--- src/rtl/alu_multicycle.sv ---
// Execute-stage ALU: single-cycle logic/arith ops plus iterative multu/divu with HI/LO result.
// Latency: 1 cycle (single/illegal), WIDTH+1 cycles (multu/divu); in_ready low until the result is consumed.
module alu_multicycle #(
    parameter int WIDTH  = 32,
    parameter bit MUL_EN = 1'b1,
    parameter bit DIV_EN = 1'b1
) (
    input  logic             clk,
    input  logic             rst_n,
    input  logic             in_valid,
    output logic             in_ready,
    input  logic [WIDTH-1:0] a,
    input  logic [WIDTH-1:0] b,
    input  logic [3:0]       control,
    output logic             out_valid,
    input  logic             out_ready,
    output logic [WIDTH-1:0] result,
    output logic [WIDTH-1:0] result_hi,
    output logic             zero,
    output logic             div_by_zero,
    output logic             illegal_op
);
    localparam int CW = $clog2(WIDTH);

    typedef enum logic [2:0] {S_IDLE, S_EXEC1, S_MUL, S_DIV, S_DONE} state_t;
    state_t state, state_nxt;

    logic [WIDTH-1:0] op_a, op_b, work_hi, work_lo;
    logic [3:0]       op_ctl;
    logic [CW-1:0]    cnt;
    logic             last;
    logic             accept;

    assign accept = in_valid & in_ready;

    always_ff @(posedge clk or negedge rst_n) begin
        if (!rst_n) state <= S_IDLE;
        else        state <= state_nxt;
    end

    always_comb begin
        state_nxt = state;
        case (state)
            S_IDLE: if (accept) begin
                if (MUL_EN && control == 4'b1000)      state_nxt = S_MUL;
                else if (DIV_EN && control == 4'b1001) state_nxt = S_DIV;
                else                                   state_nxt = S_EXEC1;
            end
            S_EXEC1:      state_nxt = S_DONE;
            S_MUL, S_DIV: if (last) state_nxt = S_DONE;
            S_DONE:       if (out_ready) state_nxt = S_IDLE;
            default:      state_nxt = S_IDLE;
        endcase
    end

    always_comb begin
        in_ready  = (state == S_IDLE);
        out_valid = (state == S_DONE);
    end

    // One shift-add multiply step: work_hi:work_lo holds partial product : remaining multiplier bits
    logic [WIDTH:0]   mul_sum;
    logic [WIDTH-1:0] mul_hi, mul_lo;
    always_comb begin
        mul_sum = {1'b0, work_hi} + (work_lo[0] ? {1'b0, op_a} : '0);
        mul_hi  = mul_sum[WIDTH:1];
        mul_lo  = {mul_sum[0], work_lo[WIDTH-1:1]};
    end

    // One restoring divide step: work_hi is the partial remainder, work_lo shifts dividend out / quotient in
    logic [WIDTH:0]   div_sh;
    logic             div_ge;
    logic [WIDTH-1:0] div_diff, div_hi, div_lo;
    always_comb begin
        div_sh   = {work_hi, work_lo[WIDTH-1]};
        div_ge   = div_sh >= {1'b0, op_b};
        div_diff = div_sh[WIDTH-1:0] - op_b;
        div_hi   = div_ge ? div_diff : div_sh[WIDTH-1:0];
        div_lo   = {work_lo[WIDTH-2:0], div_ge};
    end

    logic [WIDTH-1:0] alu_res;
    logic             alu_legal;
    always_comb begin
        alu_res   = '0;
        alu_legal = 1'b1;
        case (op_ctl)
            4'b0010: alu_res = op_a + op_b;
            4'b0110: alu_res = op_a - op_b;
            4'b0000: alu_res = op_a & op_b;
            4'b0001: alu_res = op_a | op_b;
            4'b0111: alu_res = {{(WIDTH-1){1'b0}}, op_a < op_b};
            4'b0011: alu_res = op_a ^ op_b;
            4'b0100: alu_res = ~(op_a | op_b);
            default: alu_legal = 1'b0;
        endcase
    end

    logic [WIDTH-1:0] fin_lo, fin_hi;
    logic             fin_dbz, fin_ill;
    always_comb begin
        fin_lo  = work_lo;
        fin_hi  = work_hi;
        fin_dbz = 1'b0;
        fin_ill = 1'b0;
        case (state)
            S_EXEC1: begin
                fin_lo  = alu_res;
                fin_hi  = '0;
                fin_ill = !alu_legal;
            end
            S_DIV: if (op_b == '0) begin
                fin_lo  = '1;
                fin_hi  = op_a;
                fin_dbz = 1'b1;
            end
            default: ;
        endcase
    end

    always_ff @(posedge clk or negedge rst_n) begin
        if (!rst_n) begin
            op_a        <= '0;
            op_b        <= '0;
            op_ctl      <= '0;
            work_hi     <= '0;
            work_lo     <= '0;
            cnt         <= '0;
            last        <= 1'b0;
            result      <= '0;
            result_hi   <= '0;
            zero        <= 1'b0;
            div_by_zero <= 1'b0;
            illegal_op  <= 1'b0;
        end else begin
            if (accept) begin
                op_a    <= a;
                op_b    <= b;
                op_ctl  <= control;
                work_hi <= '0;
                work_lo <= (control == 4'b1000) ? b : a;
                cnt     <= '0;
                last    <= 1'b0;
            end else if ((state == S_MUL || state == S_DIV) && !last) begin
                work_hi <= (state == S_MUL) ? mul_hi : div_hi;
                work_lo <= (state == S_MUL) ? mul_lo : div_lo;
                last    <= (cnt == CW'(WIDTH-1));
                cnt     <= (cnt == CW'(WIDTH-1)) ? '0 : cnt + 1'b1;
            end
            if (state != S_DONE && state_nxt == S_DONE) begin
                result      <= fin_lo;
                result_hi   <= fin_hi;
                zero        <= (fin_lo == '0);
                div_by_zero <= fin_dbz;
                illegal_op  <= fin_ill;
            end
        end
    end
endmodule

--- config.mk ---
export PLATFORM = sky130hd
export DESIGN_NAME = alu_multicycle
export DESIGN_NICKNAME = d
export VERILOG_FILES = /design/src/rtl/alu_multicycle.sv
export SDC_FILE = /design/constraint.sdc
export NUM_CORES = 1
export LEC_CHECK = 0
export CAP_MARGIN = 20
export CORE_UTILIZATION = 55
export CTS_CLUSTER_DIAMETER = 150
export CTS_CLUSTER_SIZE = 24
export DETAILED_ROUTE_END_ITERATION = 12
export GPL_ROUTABILITY_DRIVEN = 1
export PLACE_DENSITY = 0.88
export SKIP_LAST_GASP = 1
export SYNTH_ARGS = -nofsm -noshare
export SYNTH_HDL_FRONTEND = slang
export SYNTH_SLANG_ARGS = --single-unit
--- constraint.sdc ---
create_clock -name clk -period 8.8 [get_ports clk]
set_input_delay 1.32 -clock clk [delete_from_list [all_inputs] [get_ports clk]]
set_output_delay 1.32 -clock clk [all_outputs]
set_load 0.1 [all_outputs]
==> results_dict.tcl, run 1 <==
set metrics [dict create \
    yosys_most_used_dff "dfrtp_1" \
    syn_area_um2 19100 \
    grt_use_total_pct 40.6 \
    wire_per_inst_um 25.0 \
    cts_setup_buffers 0 \
    final_core_util_pct 62.2 \
    grtUsageMet1_pct 57.9 \
    fin_crit_ns 4.82 \
    synthCells 2472 \
    busiest_layer "met2" \
    core_area_um2 33900 \
    ff2ff_path_depth 11 \
    syn_to_final_growth_pct 10.0 \
    die_x_um 189 \
    pre_cts_ws_ns 4.16 \
    finalCritPeriodShare_pct 54.7 \
    rsz0062_at_grt "false" \
    setup_tns_ns 0 \
    ys_ff_latch 208 \
    clk_latency_ns 0.51 \
    final-hold-violation-count 0 \
    num_antenna_cells 0 \
    drt_iter0_markers 3081 \
    crit_path_max_fanout 27 \
    worst_pin_slew_ns 1.07 \
    maxCapViolations 0 \
    yosys_warnings 0 \
    synth_edf_count 0 \
    grt_max_degree 104 \
    crit_type "register to register" \
    hold_path_end "result[28]" \
    dr.pass1.iters 6 \
    hold_path_depth 2 \
    maxSlewHeadroom_pct 28.8 \
    syn-num-nets 2714 \
    cts.sinks 208 \
    gr-total-overflow 0 \
    r2r_setup_slack_ns 3.98 \
    htreeDepth 1 \
    dp_hpwl_mm 56.4 \
    r2r_start "op_ctl[2]" \
    grt_util_met2_pct 61.3 \
    ys_seq_area_share_pct 27.2 \
    worstPathRequired_ns 9.19 \
    worstPathArrival_ns 5.21 \
    grt_pass1_vias 18700 \
    min_path_type "register to register" \
    drt_wl_total_mm 73.6 \
    async_reset_ff_share_pct 100 \
    clock_path_buffers 3 \
    io_buffers 140 \
    setup_violations 0 \
    yosysUniqueCellTypes 103 \
    die_y_um 189 \
    vias_per_cell 6.85 \
    rows 67 \
    grt_use_met3_pct 7.32 \
    cts-buffers-inserted 12 \
    finalWorstSetupSlack_ns 3.98 \
    drc 0 \
    startpoint "op_ctl[2]" \
    place_congestion 1.03 \
    antenna_found_initial 1 \
    cts_hold_buf 0 \
    layout_common_cells "325 x nand2_1, 227 x o21ai_0, 208 x dfrtp_1" \
    clk_pin_slew_worst_paths_ns 0.11 \
    cts_tree "yes" \
    ant_nets 0 \
    ctsResizeCount 0 \
    maxSlewViolCount 0 \
    reg2reg_to "zero" \
    initial_utilization_pct 56.5 \
    ctsRootBufferMaster "clkbuf_16" \
    io_pins 141 \
    status "completed" \
    grt_pass1_wl_mm 112 \
    finalClockSkew_ns 0.0243 \
    critPathLaunchType "register" \
    vias 20200 \
    final_nets 2738 \
    fmax_mhz 208 \
    drive_gt1_share_pct 4.25 \
    holdCritStartpoint "result[28]" \
    worstSetupEndpointType "register" \
    die_area_um2 35500 \
    layout_commonest_cell "nand2_1" \
    synth_area_per_cell_um2 7.74 \
]
-- cells in the mapped netlist (all sizes together), types with 43 or more instances --
cell | number | area (um^2)
a21o | 44 | 332
o21ai | 233 | 1170
nand2 | 326 | 1220
a21oi | 160 | 805
a211oi | 43 | 328
o211ai | 59 | 448
ha | 166 | 2080
inv | 119 | 447
buf | 49 | 255
nor2 | 196 | 736
nand3 | 100 | 505
nor3 | 44 | 230
a31oi | 57 | 363
mux2i | 56 | 561
clkbuf | 108 | 405
and2 | 47 | 294
dfrtp | 208 | 5200
-- metal layers --
metal  wire, um  part of all wire, %  up-vias
met5          8                0.011        -
met4       3110                  4.2        2
met3       8260                   11      193
met2      31400                   43     1306
met1      30800                   42     9662
li1           -                    -     9012
-- critical path, stage by stage (launching register included) --
cell      delay, ns
dfrtp_1        1.00
nor2_1         0.40
nand2b_1       0.87
nor2_1         0.32
and2_1         0.25
a221oi_2       0.27
nand4_1        0.16
or4b_1         0.52
nand4b_1       0.23
nor4_2         0.23
nand4_1        0.14
o41ai_2        0.29
-- sequential cells by signal (all words and copies together) (netlist names) --
register / flops
state: 3
op_ctl: 4
div_by_zero: 1
work_hi: 32
work_lo: 32
cnt: 5
result: 32
zero: 1
result_hi: 32
illegal_op: 1
op_b: 32
op_a: 32
last: 1
-- metrics by stage --
step | cells | instance area [um^2] | hold WS, ns
floorplan | 2472 | 19100 | 0.473
global placement | 2930 | 20700 | 0.459
global route | 2944 | 21100 | 0.505
finish | 2944 | 21100 | 0.479
detailed placement | 2930 | 20700 | 0.463
CTS | 2944 | 21100 | 0.483
-- worst max path at each step --
| stage | end | slack [ns] | cells after the start |
|---|---|---|---|
| 6_report | zero | 3.98 | 11 |
| 4_1_cts | zero | 4.09 | 11 |
| 3_3_place_gp | zero | 4.20 | 13 |
| 3_5_place_dp | zero | 4.16 | 11 |
| 5_1_grt | zero | 3.76 | 11 |
| 2_1_floorplan | in_ready | 4.83 | 2 |
-- final cells by class --
type | count | area, um^2
multi-input combinational | 1988 | 12900
clock inverter | 2 | 25.0
fill | 3033 | 12800
sequential | 208 | 5200
clock buffer | 12 | 300
inverter | 119 | 447
tap | 448 | 561
timing repair buffer | 167 | 1610
-- logic make-up (layout without fill, tap and decap cells) --
kind of cell	after synthesis	count (layout)	share of synthesized area, %
compound gates	822	822	28.4
simple gates	881	881	21.7
buf+inv	276	300	5.79
fa+ha+maj	170	170	11.3
flops	208	208	27.2
mux	59	59	3.11
xor+xnor	56	56	2.56
Power of run 1 is left out: the tool's default activity adds up to more than one toggle a clock period on the data nets, which glitch-free logic cannot reach.
==> run 2, diff against run 1 <==
Clock period 8.8 ns to 4.63 ns, I/O delays scaled along.
==> results_dict.tcl, run 2 (synthesis gave the netlist of run 1 again) <==
set metrics [dict create \
    grt_max_degree 105 \
    dr.pass1.iters 6 \
    cts.sinks 208 \
    fin_crit_ns 4.44 \
    drive_gt1_share_pct 5.87 \
    initial_utilization_pct 56.5 \
    layout_commonest_cell "nand2_1" \
    die_x_um 189 \
    layout_common_cells "325 x nand2_1, 227 x o21ai_0, 208 x dfrtp_1" \
    status "completed" \
    startpoint "op_b[9]" \
    gr-total-overflow 0 \
    finalClockSkew_ns 0.0274 \
    crit_type "register to register" \
    clk_pin_slew_worst_paths_ns 0.11 \
    drt_wl_total_mm 76.3 \
    cts_hold_buf 0 \
    rsz0062_at_grt "false" \
    worstSetupEndpointType "register" \
    critPathLaunchType "register" \
    final_nets 2781 \
    placed_area_um2 21100 \
    core_area_um2 33900 \
    fmax_mhz 225 \
    vias_per_cell 6.82 \
    grt_use_total_pct 42.5 \
    htreeDepth 1 \
    maxSlewHeadroom_pct 19.2 \
    ctsRootBufferMaster "clkbuf_16" \
    vias 20400 \
    syn_to_final_growth_pct 11.9 \
    clk_latency_ns 0.52 \
    r2r_start "op_b[9]" \
    maxCapViolations 0 \
    die_y_um 189 \
    grt_pass1_wl_mm 116 \
    final-hold-violation-count 0 \
    dp_hpwl_mm 59.5 \
    worstPathRequired_ns 5.03 \
    wire_per_inst_um 25.5 \
    final_core_util_pct 63.2 \
    io_buffers 140 \
    worstPathArrival_ns 4.85 \
    drt_iter0_markers 3199 \
    rows 67 \
    setup_tns_ns 0 \
    worst_pin_slew_ns 1.21 \
    finalInstanceArea_um2 21400 \
    clock_path_buffers 3 \
    crit_path_max_fanout 10 \
    maxSlewViolCount 0 \
    hold_ws_ns 0.285 \
    finalCritPeriodShare_pct 96.0 \
    min_path_type "input port to async pin" \
    grt_pass1_vias 19000 \
    cts-buffers-inserted 12 \
    cts_setup_buffers 0 \
    place_congestion 1.05 \
    cts_tree "yes" \
    setup_violations 0 \
    antenna_found_initial 0 \
    io_pins 141 \
    drc 0 \
    ant_nets 0 \
    die_area_um2 35500 \
]
[run 2: critical path: stages (launching register included)]
cell	delay [ns]
dfrtp_1	0.50
inv_1	0.18
ha_1	0.43
buf_4	0.24
nor4_1	0.41
inv_1	0.10
a2111oi_2	0.50
o311ai_1	0.18
o311ai_1	0.20
a41o_1	0.32
a41oi_2	0.16
mux2i_1	0.14
o21ai_0	0.36
or3b_1	0.40
o41ai_2	0.20
[run 2: metal layers]
metal | global-route usage, % | up-vias | routed length [um]
met5 | 0 | - | 0
met4 | 16.7 | 0 | 3500
met3 | 9.67 | 190 | 9180
met2 | 63.6 | 1299 | 32300
met1 | 59.3 | 9788 | 31300
li1 | - | 9113 | -
[run 2: final cells by class]
cell class                      instances  area (um^2)
Fill cell                            2975        12500
Clock buffer                           12          300
Multi-Input combinational cell       1988        12900
Tap cell                              448          561
Timing Repair Buffer                  210         1960
Sequential cell                       208         5200
Antenna cell                            3         7.51
Inverter                              119          447
Clock inverter                          3         28.8
[run 2: path summary, 6_finish.rpt]
| check | to | cells past startpoint | slack, ns |
|---|---|---|---|
| max | zero | 14 | 0.19 |
| max reg2reg | zero | 14 | 0.19 |
| max in group asynchronous | op_b[6] | 2 | 3.20 |
| min reg2reg | result[16] | 2 | 0.49 |
| min | work_lo[9] | 1 | 0.29 |
| min in group clk | result[16] | 2 | 0.49 |
[run 2: metrics by stage]
| step | std cells | worst slack (ns) |
|---|---|---|
| after floorplan | 2472 | 0.726 |
| after global placement | 2973 | 0.491 |
| after detailed placement | 2973 | 0.393 |
| after CTS | 2988 | 0.325 |
| after global routing | 2988 | 0.0393 |
| final | 2991 | 0.185 |
[run 2: what timing repair did]
item / CTS / global route
endpoints found under the hold margin: 0 / 0
gates resized for setup: 0 / 1
endpoints found under the setup margin: 0 / 3
Power of run 2 is left out for the same reason.
